$ cat src/rtl/jt12_pkg.sv
// jt12_pkg: shared constants for the JT12 accumulator scheduler and operator pipeline.
//   OP_*         operator encoding in frame order (S1, S3, S2, S4)
//   FRAME_SLOTS  slots per frame for the default channel count
//   CARRIER_MASK per-algorithm carrier bits, bit index = operator code
package jt12_pkg;
    localparam logic [1:0] OP_S1 = 2'd0;
    localparam logic [1:0] OP_S3 = 2'd1;
    localparam logic [1:0] OP_S2 = 2'd2;
    localparam logic [1:0] OP_S4 = 2'd3;
    localparam int NCH_DEF = 6;
    localparam int FRAME_SLOTS = 4 * NCH_DEF;
    // alg 7 -> all, 5..6 -> S3/S2/S4, 4 -> S2/S4, 0..3 -> S4 only
    localparam logic [7:0][3:0] CARRIER_MASK = {
        4'hF, 4'hE, 4'hE, 4'hC, 4'h8, 4'h8, 4'h8, 4'h8
    };
endpackage

$ cat src/rtl/jt12_carrier_dec.sv
// jt12_carrier_dec: flags whether an operator is a carrier under a given algorithm.
//   alg     algorithm 0..7
//   op      operator code (0=S1, 1=S3, 2=S2, 3=S4)
//   carrier high when this operator feeds the output
import jt12_pkg::*;

module jt12_carrier_dec (
    input  logic [2:0] alg,
    input  logic [1:0] op,
    output logic       carrier
);
    assign carrier = CARRIER_MASK[alg][op];
endmodule

$ cat src/rtl/jt12_acc_sched.sv
// jt12_acc_sched: 24-slot frame scheduler driving the L/R output accumulators.
//   clk, rst                 clock, asynchronous active-high reset
//   clk_en                   slot advance
//   cfg_we/ch/alg/pan        shadowed per-channel configuration write
//   dac_en                   replace last channel with the DAC, taken at frame start
//   slot, ch, op             current slot and its channel/operator split
//   sum_en_l, sum_en_r       accumulator sum enables
//   zero                     frame start strobe
//   dac_sel                  current slot carries the DAC sample
import jt12_pkg::*;

module jt12_acc_sched #(
    parameter int NCH = NCH_DEF,
    parameter int SW  = 5
) (
    input  logic          clk,
    input  logic          rst,
    input  logic          clk_en,
    input  logic          cfg_we,
    input  logic [2:0]    cfg_ch,
    input  logic [2:0]    cfg_alg,
    input  logic [1:0]    cfg_pan,
    input  logic          dac_en,
    output logic [SW-1:0] slot,
    output logic [2:0]    ch,
    output logic [1:0]    op,
    output logic          sum_en_l,
    output logic          sum_en_r,
    output logic          zero,
    output logic          dac_sel
);
    localparam logic [SW-1:0] LAST_SLOT = SW'(4 * NCH - 1);
    localparam logic [2:0]    LAST_CH   = 3'(NCH - 1);

    logic [2:0]    alg_s [NCH];
    logic [2:0]    alg_a [NCH];
    logic [2:0]    alg_nx [NCH];
    logic [1:0]    pan_s [NCH];
    logic [1:0]    pan_a [NCH];
    logic [1:0]    pan_nx [NCH];
    logic          dac_act, dac_nx, wrap, carrier, dac_mute, sel_n;
    logic [SW-1:0] slot_n;
    logic [2:0]    ch_n;
    logic [1:0]    op_n;

    // Outputs are decoded from the next slot and next active configuration,
    // so the registered outputs line up with the registered slot.
    always_comb begin
        wrap   = clk_en && slot == LAST_SLOT;
        slot_n = slot == LAST_SLOT ? '0 : slot + 1'b1;
        ch_n   = ch == LAST_CH ? 3'd0 : ch + 3'd1;
        op_n   = ch == LAST_CH ? op + 2'd1 : op;
        for (int i = 0; i < NCH; i++) begin
            // a write landing on the boundary edge bypasses staging
            alg_nx[i] = wrap ? (cfg_we && cfg_ch == 3'(i) ? cfg_alg : alg_s[i]) : alg_a[i];
            pan_nx[i] = wrap ? (cfg_we && cfg_ch == 3'(i) ? cfg_pan : pan_s[i]) : pan_a[i];
        end
        dac_nx   = wrap ? dac_en : dac_act;
        dac_mute = dac_nx && ch_n == LAST_CH;
        sel_n    = dac_nx && slot_n == LAST_SLOT;
    end

    jt12_carrier_dec u_dec (
        .alg     (alg_nx[ch_n]),
        .op      (op_n),
        .carrier (carrier)
    );

    always_ff @(posedge clk or posedge rst) begin
        if (rst) begin
            alg_s <= '{default: 3'd0};
            pan_s <= '{default: 2'b11};
        end else if (cfg_we && cfg_ch <= LAST_CH) begin
            alg_s[cfg_ch] <= cfg_alg;
            pan_s[cfg_ch] <= cfg_pan;
        end
    end

    always_ff @(posedge clk or posedge rst) begin
        if (rst) begin
            slot     <= LAST_SLOT;
            ch       <= LAST_CH;
            op       <= OP_S4;
            alg_a    <= '{default: 3'd0};
            pan_a    <= '{default: 2'b11};
            dac_act  <= 1'b0;
            zero     <= 1'b0;
            dac_sel  <= 1'b0;
            sum_en_l <= 1'b0;
            sum_en_r <= 1'b0;
        end else if (clk_en) begin
            slot     <= slot_n;
            ch       <= ch_n;
            op       <= op_n;
            alg_a    <= alg_nx;
            pan_a    <= pan_nx;
            dac_act  <= dac_nx;
            zero     <= slot_n == '0;
            dac_sel  <= sel_n;
            // the DAC slot is summed on pan alone
            sum_en_l <= sel_n ? pan_nx[ch_n][1] : carrier & pan_nx[ch_n][1] & ~dac_mute;
            sum_en_r <= sel_n ? pan_nx[ch_n][0] : carrier & pan_nx[ch_n][0] & ~dac_mute;
        end
    end
endmodule

$ cat config.mk
export PLATFORM = sky130hd
export DESIGN_NAME = jt12_acc_sched
export DESIGN_NICKNAME = d
export VERILOG_FILES = /design/src/rtl/jt12_pkg.sv /design/src/rtl/jt12_carrier_dec.sv /design/src/rtl/jt12_acc_sched.sv
export SDC_FILE = /design/constraint.sdc
export NUM_CORES = 1
export LEC_CHECK = 0
export BUFFER_PORTS_ARGS = -buffer_cell sky130_fd_sc_hd__buf_4
export CAP_MARGIN = 40
export CORE_MARGIN = 10
export CORE_UTILIZATION = 59
export CTS_CLUSTER_SIZE = 40
export DETAILED_ROUTE_END_ITERATION = 8
export GPL_TIMING_DRIVEN = 0
export PLACE_DENSITY = 0.79
export SYNTH_ARGS = -nofsm -noshare
export SYNTH_HDL_FRONTEND = slang
export SYNTH_HIERARCHICAL = 1
export SYNTH_SLANG_ARGS = --single-unit
export TNS_END_PERCENT = 1
$ cat constraint.sdc
create_clock -name clk -period 4.5 [get_ports clk]
set_clock_uncertainty 0.15 [all_clocks]
set_input_delay 0.45 -clock clk [delete_from_list [all_inputs] [get_ports clk]]
set_output_delay 0.45 -clock clk [all_outputs]
set_load 0.02 [all_outputs]
==> results of run 1 <==
Yosys cell counts, drive strengths merged, types with 2 or more instances:
library cell | instances | area share (%)
and3 | 2 | 0.37
nor2 | 8 | 0.88
nor3 | 3 | 0.77
and4bb | 2 | 0.85
dfrtp | 43 | 32
inv | 8 | 0.88
mux2 | 61 | 20
a221oi | 3 | 0.77
buf | 5 | 1.1
nand3 | 6 | 0.88
xnor2 | 5 | 1.3
a32oi | 2 | 0.51
nor2b | 4 | 0.74
a21oi | 11 | 1.6
a211oi | 3 | 0.66
nand4b | 3 | 0.77
dfstp | 32 | 25
mux2i | 11 | 3.2
nand2 | 11 | 1.2
o21ai | 7 | 1.0
xor2 | 2 | 0.51
clkbuf | 3 | 0.33
through the flow:
| stage | cells | instance area, um2 |
|---|---|---|
| after floorplan | 252 | 3400 |
| after global placement | 350 | 3690 |
| after detailed placement | 351 | 3720 |
| after CTS | 368 | 3970 |
| after global routing | 368 | 3970 |
| final | 368 | 3970 |
repair_timing:
action	CTS	global route
hold buffers	1	0
hold endpoints to repair	6	0
setup buffers	0	0
final timing paths:
check	startpoint	to	slack, ps
max in group asynchronous	rst	pan_s[1]	3150
setup reg to reg	slot[0]	sum_en_l	590
setup / recovery	slot[0]	sum_en_l	590
hold / removal	cfg_alg[0]	alg_s[3]	230
min in group asynchronous	rst	slot[3]	450
hold reg to reg	alg_s[3]	alg_s[3]	340
worst max-delay path: stages, from the launching register on:
cell      delay [ps]
dfstp_2          580
ha_1             290
nand2_1          160
nor3_4           500
buf_6            240
mux2_2           350
nor2b_1          130
a221oi_1         220
mux2i_1          180
o21ai_0          200
a21oi_1           80
and2_1           170
a32oi_1          300
o31ai_1          130
o21a_1           110
routing by layer:
metal	global-route usage, %	share of wire, %
met1	20.8	45
met2	27.1	48
met3	3.50	4.2
met4	8.72	2.6
met5	0	0
registers in the layout, indices dropped and copies added (netlist names):
signal	cells
dac_sel	1
pan_s	12
sum_en_r	1
alg_a	18
pan_a	12
op	2
sum_en_l	1
ch	3
zero	1
slot	5
dac_act	1
alg_s	18
final cells by class:
class | count | area (um2) | area share [%]
flip-flops and latches | 75 | 1920 | 48.2
multi-input cells | 161 | 1410 | 35.4
repair buffers | 28 | 233 | 5.86
clock buffers | 13 | 179 | 4.50
well taps | 72 | 90.1 | 2.27
clock inverters | 3 | 67.6 | 1.70
plain buffers | 8 | 50.0 | 1.26
inverters | 8 | 32.5 | 0.819
logic make-up after synthesis:
| group | count (synthesis) | share of synthesized area (%) |
|---|---|---|
| flip-flops | 75 | 56.3 |
| AND/OR/NAND/NOR | 46 | 8.46 |
| AO/OA/AOI/OAI | 33 | 6.18 |
| XOR/XNOR | 7 | 1.80 |
| buffers and inverters | 16 | 2.35 |
| adder cells (fa/ha/maj) | 2 | 0.662 |
| multiplexers | 73 | 24.2 |
power breakdown:
group	switching [mW]	internal (mW)
clock	0.238	0.373
combinational	0.423	0.343
sequential	0.106	0.926
==> flow_summary.yaml, run 1 <==
synth:
  syn_inst: 252
  synthArstFlopShare_pct: 100
  synth_seq_cells: 75
  ys_seq_area_share_pct: 56.3
  synth_area_mm2: 0.00340
  ys_types: 47
  synth_edf_count: 0
  syn_nets: 266
  synth_flop_cell: "dfrtp_1"
  syn_avg_cell_area_um2: 13.5
  yosys_warnings: 6
power_and_ir_drop:
  vdd_drop_max_mv: 0.394
  power.total_mw: 2.41
  p_leak_nw: 1.74
  powerDensity_mw_per_mm2: 606
worst_setup_path:
  critPathMaxFanout: 10
  required_ps: 4590
  end_kind: "register"
  crit_arrival_ps: 4000
  reg2reg_depth: 14
  startpoint_type: "register"
  timing_worst_setup_path_type: "reg -> reg"
sta:
  fmax_mhz: 256
  slew_headroom_pct: 59.4
  layout_setup_ws_ps: 592
  whs_ps: 234
  hold_viol_final: 0
  min_period_ps: 3910
  drv_slew: 0
  fin_tns_setup_ps: 0
  rsz0062_at_grt: "no"
  worstMarginPinSlew_ps: 607
  period_share_pct: 86.8
  setup_viol: 0
clock_tree:
  cts_tree: "yes"
  clk_latency_ps: 350
  cts_root_buf: "clkbuf_8"
  clk_pin_slew_worst_paths_ps: 70
  clockBufferDepth: 2
  ctsResizeCount: 0
  cts_num_sinks: 75
  cts_buffers: 9
  cts_max_level: 3
route:
  vias: 2141
  avgViaCountPerCell: 5.82
  first_pass_iters: 4
  wl_per_cell_um: 19.4
  drtAntennaViolNets: 0
  route.detailed.drc: 0
  wirelength_um: 7150
  drt-initial-drc-count: 129
layout:
  mostFrequentLayoutCells: "mux2_2, dfrtp_1, dfstp_2, buf_4, clkbuf_8"
  drive_above_1_share_pct: 49.3
  finalNetCount: 305
  final_common_cell: "mux2_2"
  insertedDiodeCount: 0
  fin_util_pct: 71.7
  area_delta_synth_final_pct: 16.8
  nFillCells: 410
global_route:
  grt_max_degree: 59
  grt_usage_pct: 16.8
  first_global_vias: 2296
  grt_pass1_wl_um: 11500
  overflow: 0
  grt_antenna_before_repair: 0
floorplanning:
  rows: 27
  start_util_pct: 61.4
  dieArea_mm2: 0.00920
  die_x_um: 95.9
  io-pin-count: 27
  die_h_um: 95.9
  coreArea_mm2: 0.00554
place:
  place.gp.congestion: 0.759
  pre_cts_ws_ps: 615
  io_buffers: 26
  hpwl_um: 4970
run:
  timing.max_cap.violations: 0
outcome:
  status: "complete, no violations"
min_path:
  worstHoldPathCells: 2
  hold_path.class: "in -> reg"
Power figures use the tool's default switching activity.
==> inputs of run 2 (changes only) <==
--- a/config.mk
+++ b/config.mk
@@ -5,7 +5,7 @@
 export SDC_FILE = /design/constraint.sdc
 export NUM_CORES = 1
 export LEC_CHECK = 0
-export BUFFER_PORTS_ARGS = -buffer_cell sky130_fd_sc_hd__buf_4
+export BUFFER_PORTS_ARGS = -buffer_cell sky130_fd_sc_hd__buf_2
 export CAP_MARGIN = 40
 export CORE_MARGIN = 10
 export CORE_UTILIZATION = 59
@@ -17,4 +17,3 @@
 export SYNTH_HDL_FRONTEND = slang
 export SYNTH_HIERARCHICAL = 1
 export SYNTH_SLANG_ARGS = --single-unit
-export TNS_END_PERCENT = 1
==> flow_summary.yaml, run 2 (synthesis gave the netlist of run 1 again) <==
clock_tree:
  cts_num_sinks: 75
  clockBufferDepth: 2
  cts_buffers: 9
  clk_latency_ps: 340
  cts_max_level: 3
  cts_root_buf: "clkbuf_8"
  cts_setup_buffers: 0
  clk_pin_slew_worst_paths_ps: 70
  cts_tree: "yes"
  ctsResizeCount: 0
place:
  place.gp.congestion: 0.755
  hpwl_um: 4720
  io_buffers: 26
global_route:
  overflow: 0
  grt_antenna_before_repair: 0
  grt_max_degree: 63
  grt_pass1_wl_um: 11100
  first_global_vias: 2202
  grt_usage_pct: 15.7
route:
  avgViaCountPerCell: 5.76
  wl_per_cell_um: 18.3
  wirelength_um: 6750
  first_pass_iters: 4
  drt-initial-drc-count: 68
  route.detailed.drc: 0
  vias: 2119
  drtAntennaViolNets: 0
floorplanning:
  rows: 27
  io-pin-count: 27
  start_util_pct: 61.4
  dieArea_mm2: 0.00920
  die_h_um: 95.9
  coreArea_mm2: 0.00554
  die_x_um: 95.9
sta:
  worstMarginPinSlew_ps: 625
  fmax_mhz: 254
  rsz0062_at_grt: "no"
  setup_viol: 0
  period_share_pct: 87.6
  min_period_ps: 3940
  hold_viol_final: 0
  drv_slew: 0
  slew_headroom_pct: 58.2
  fin_tns_setup_ps: 0
worst_setup_path:
  required_ps: 4580
  critPathMaxFanout: 10
  end_kind: "register"
  timing_worst_setup_path_type: "reg -> reg"
  startpoint_type: "register"
  crit_arrival_ps: 4020
run:
  timing.max_cap.violations: 0
power_and_ir_drop:
  powerDensity_mw_per_mm2: 574
  p_leak_nw: 1.69
  vdd_drop_max_mv: 0.350
  power.total_mw: 2.19
outcome:
  status: "complete, no violations"
layout:
  finalNetCount: 305
  regArea_mm2: 0.00192
  drive_above_1_share_pct: 48.3
  area_delta_synth_final_pct: 12.5
  final_common_cell: "mux2_2"
  nFillCells: 417
  multi_input_area_mm2: 0.00141
  insertedDiodeCount: 0
  mostFrequentLayoutCells: "mux2_2, dfrtp_1, dfstp_2, buf_2"
  reg.largest.list: "alg_a x18, alg_s x18"
min_path:
  hold_path.class: "in -> reg"
## run 2: cell count changes in the layout (fill, tap and decap cells not counted), sizes merged
cell,change
clkinv,+3
clkinvlp,-1
bufinv,-2
## run 2: metal layers
| metal | wire, um | vias up | GRT usage (%) |
|---|---|---|---|
| li1 | - | 1000 | - |
| met4 | 66 | 0 | 5.53 |
| met1 | 3210 | 1072 | 21.0 |
| met2 | 3200 | 39 | 24.2 |
| met3 | 273 | 8 | 4.28 |
| met5 | 0 | - | 0 |
## run 2: what timing repair did
action	in CTS	in global routing
hold buffers	1	0
hold endpoints to repair	5	0
endpoints found under the setup margin	0	0
## run 2: path summary, 6_finish.rpt
kind	startpoint	end	slack, ps	depth (start not counted)
min	cfg_alg[0]	alg_s[3]	260	2
max reg2reg	slot[0]	sum_en_l	560	14
max in group asynchronous	rst	pan_s[0]	3180	4
min in group asynchronous	rst	slot[3]	420	3
max	slot[0]	sum_en_l	560	14
min reg2reg	alg_s[3]	alg_s[3]	330	1
## run 2: through the flow
step / cells / cell area (um2) / hold slack [ps] / setup slack, ps / utilization [%]
2_1_floorplan: 252 / 3400 / 299 / 1210 / -
3_3_place_gp: 350 / 3620 / 311 / 697 / 65.4
3_5_place_dp: 351 / 3650 / 236 / 625 / 65.9
4_1_cts: 368 / 3830 / 258 / 559 / 69.1
5_1_grt: 368 / 3830 / 263 / 308 / 69.1
6_report: 368 / 3830 / 264 / 557 / 69.1
## run 2: cell type report
type                       count  area share (%)
tap                           72            2.35
buffer                         8            1.31
multi-input combinational    161            36.7
inverter                       8           0.850
timing repair buffer          28            4.38
clock buffer                  13            3.89
clock inverter                 3           0.392
sequential                    75            50.1
## run 2: power by group
part           leakage, nW  total [mW]  switching [mW]  internal [mW]
combinational        0.720       0.725           0.413          0.312
clock               0.0872       0.443           0.230          0.213
sequential           0.884        1.03           0.100          0.926
## run 2: critical path: stages (launching register included)
cell and delay [ps]:
dfstp_2 580, ha_1 280, nand2_1 160, nor3_4 480, buf_6 240, mux2_2 360, nor2b_1 140, a221oi_1 210
mux2i_1 160, o21ai_0 230, a21oi_1 100, and2_1 170, a32oi_1 320, o31ai_1 150, o21a_1 120
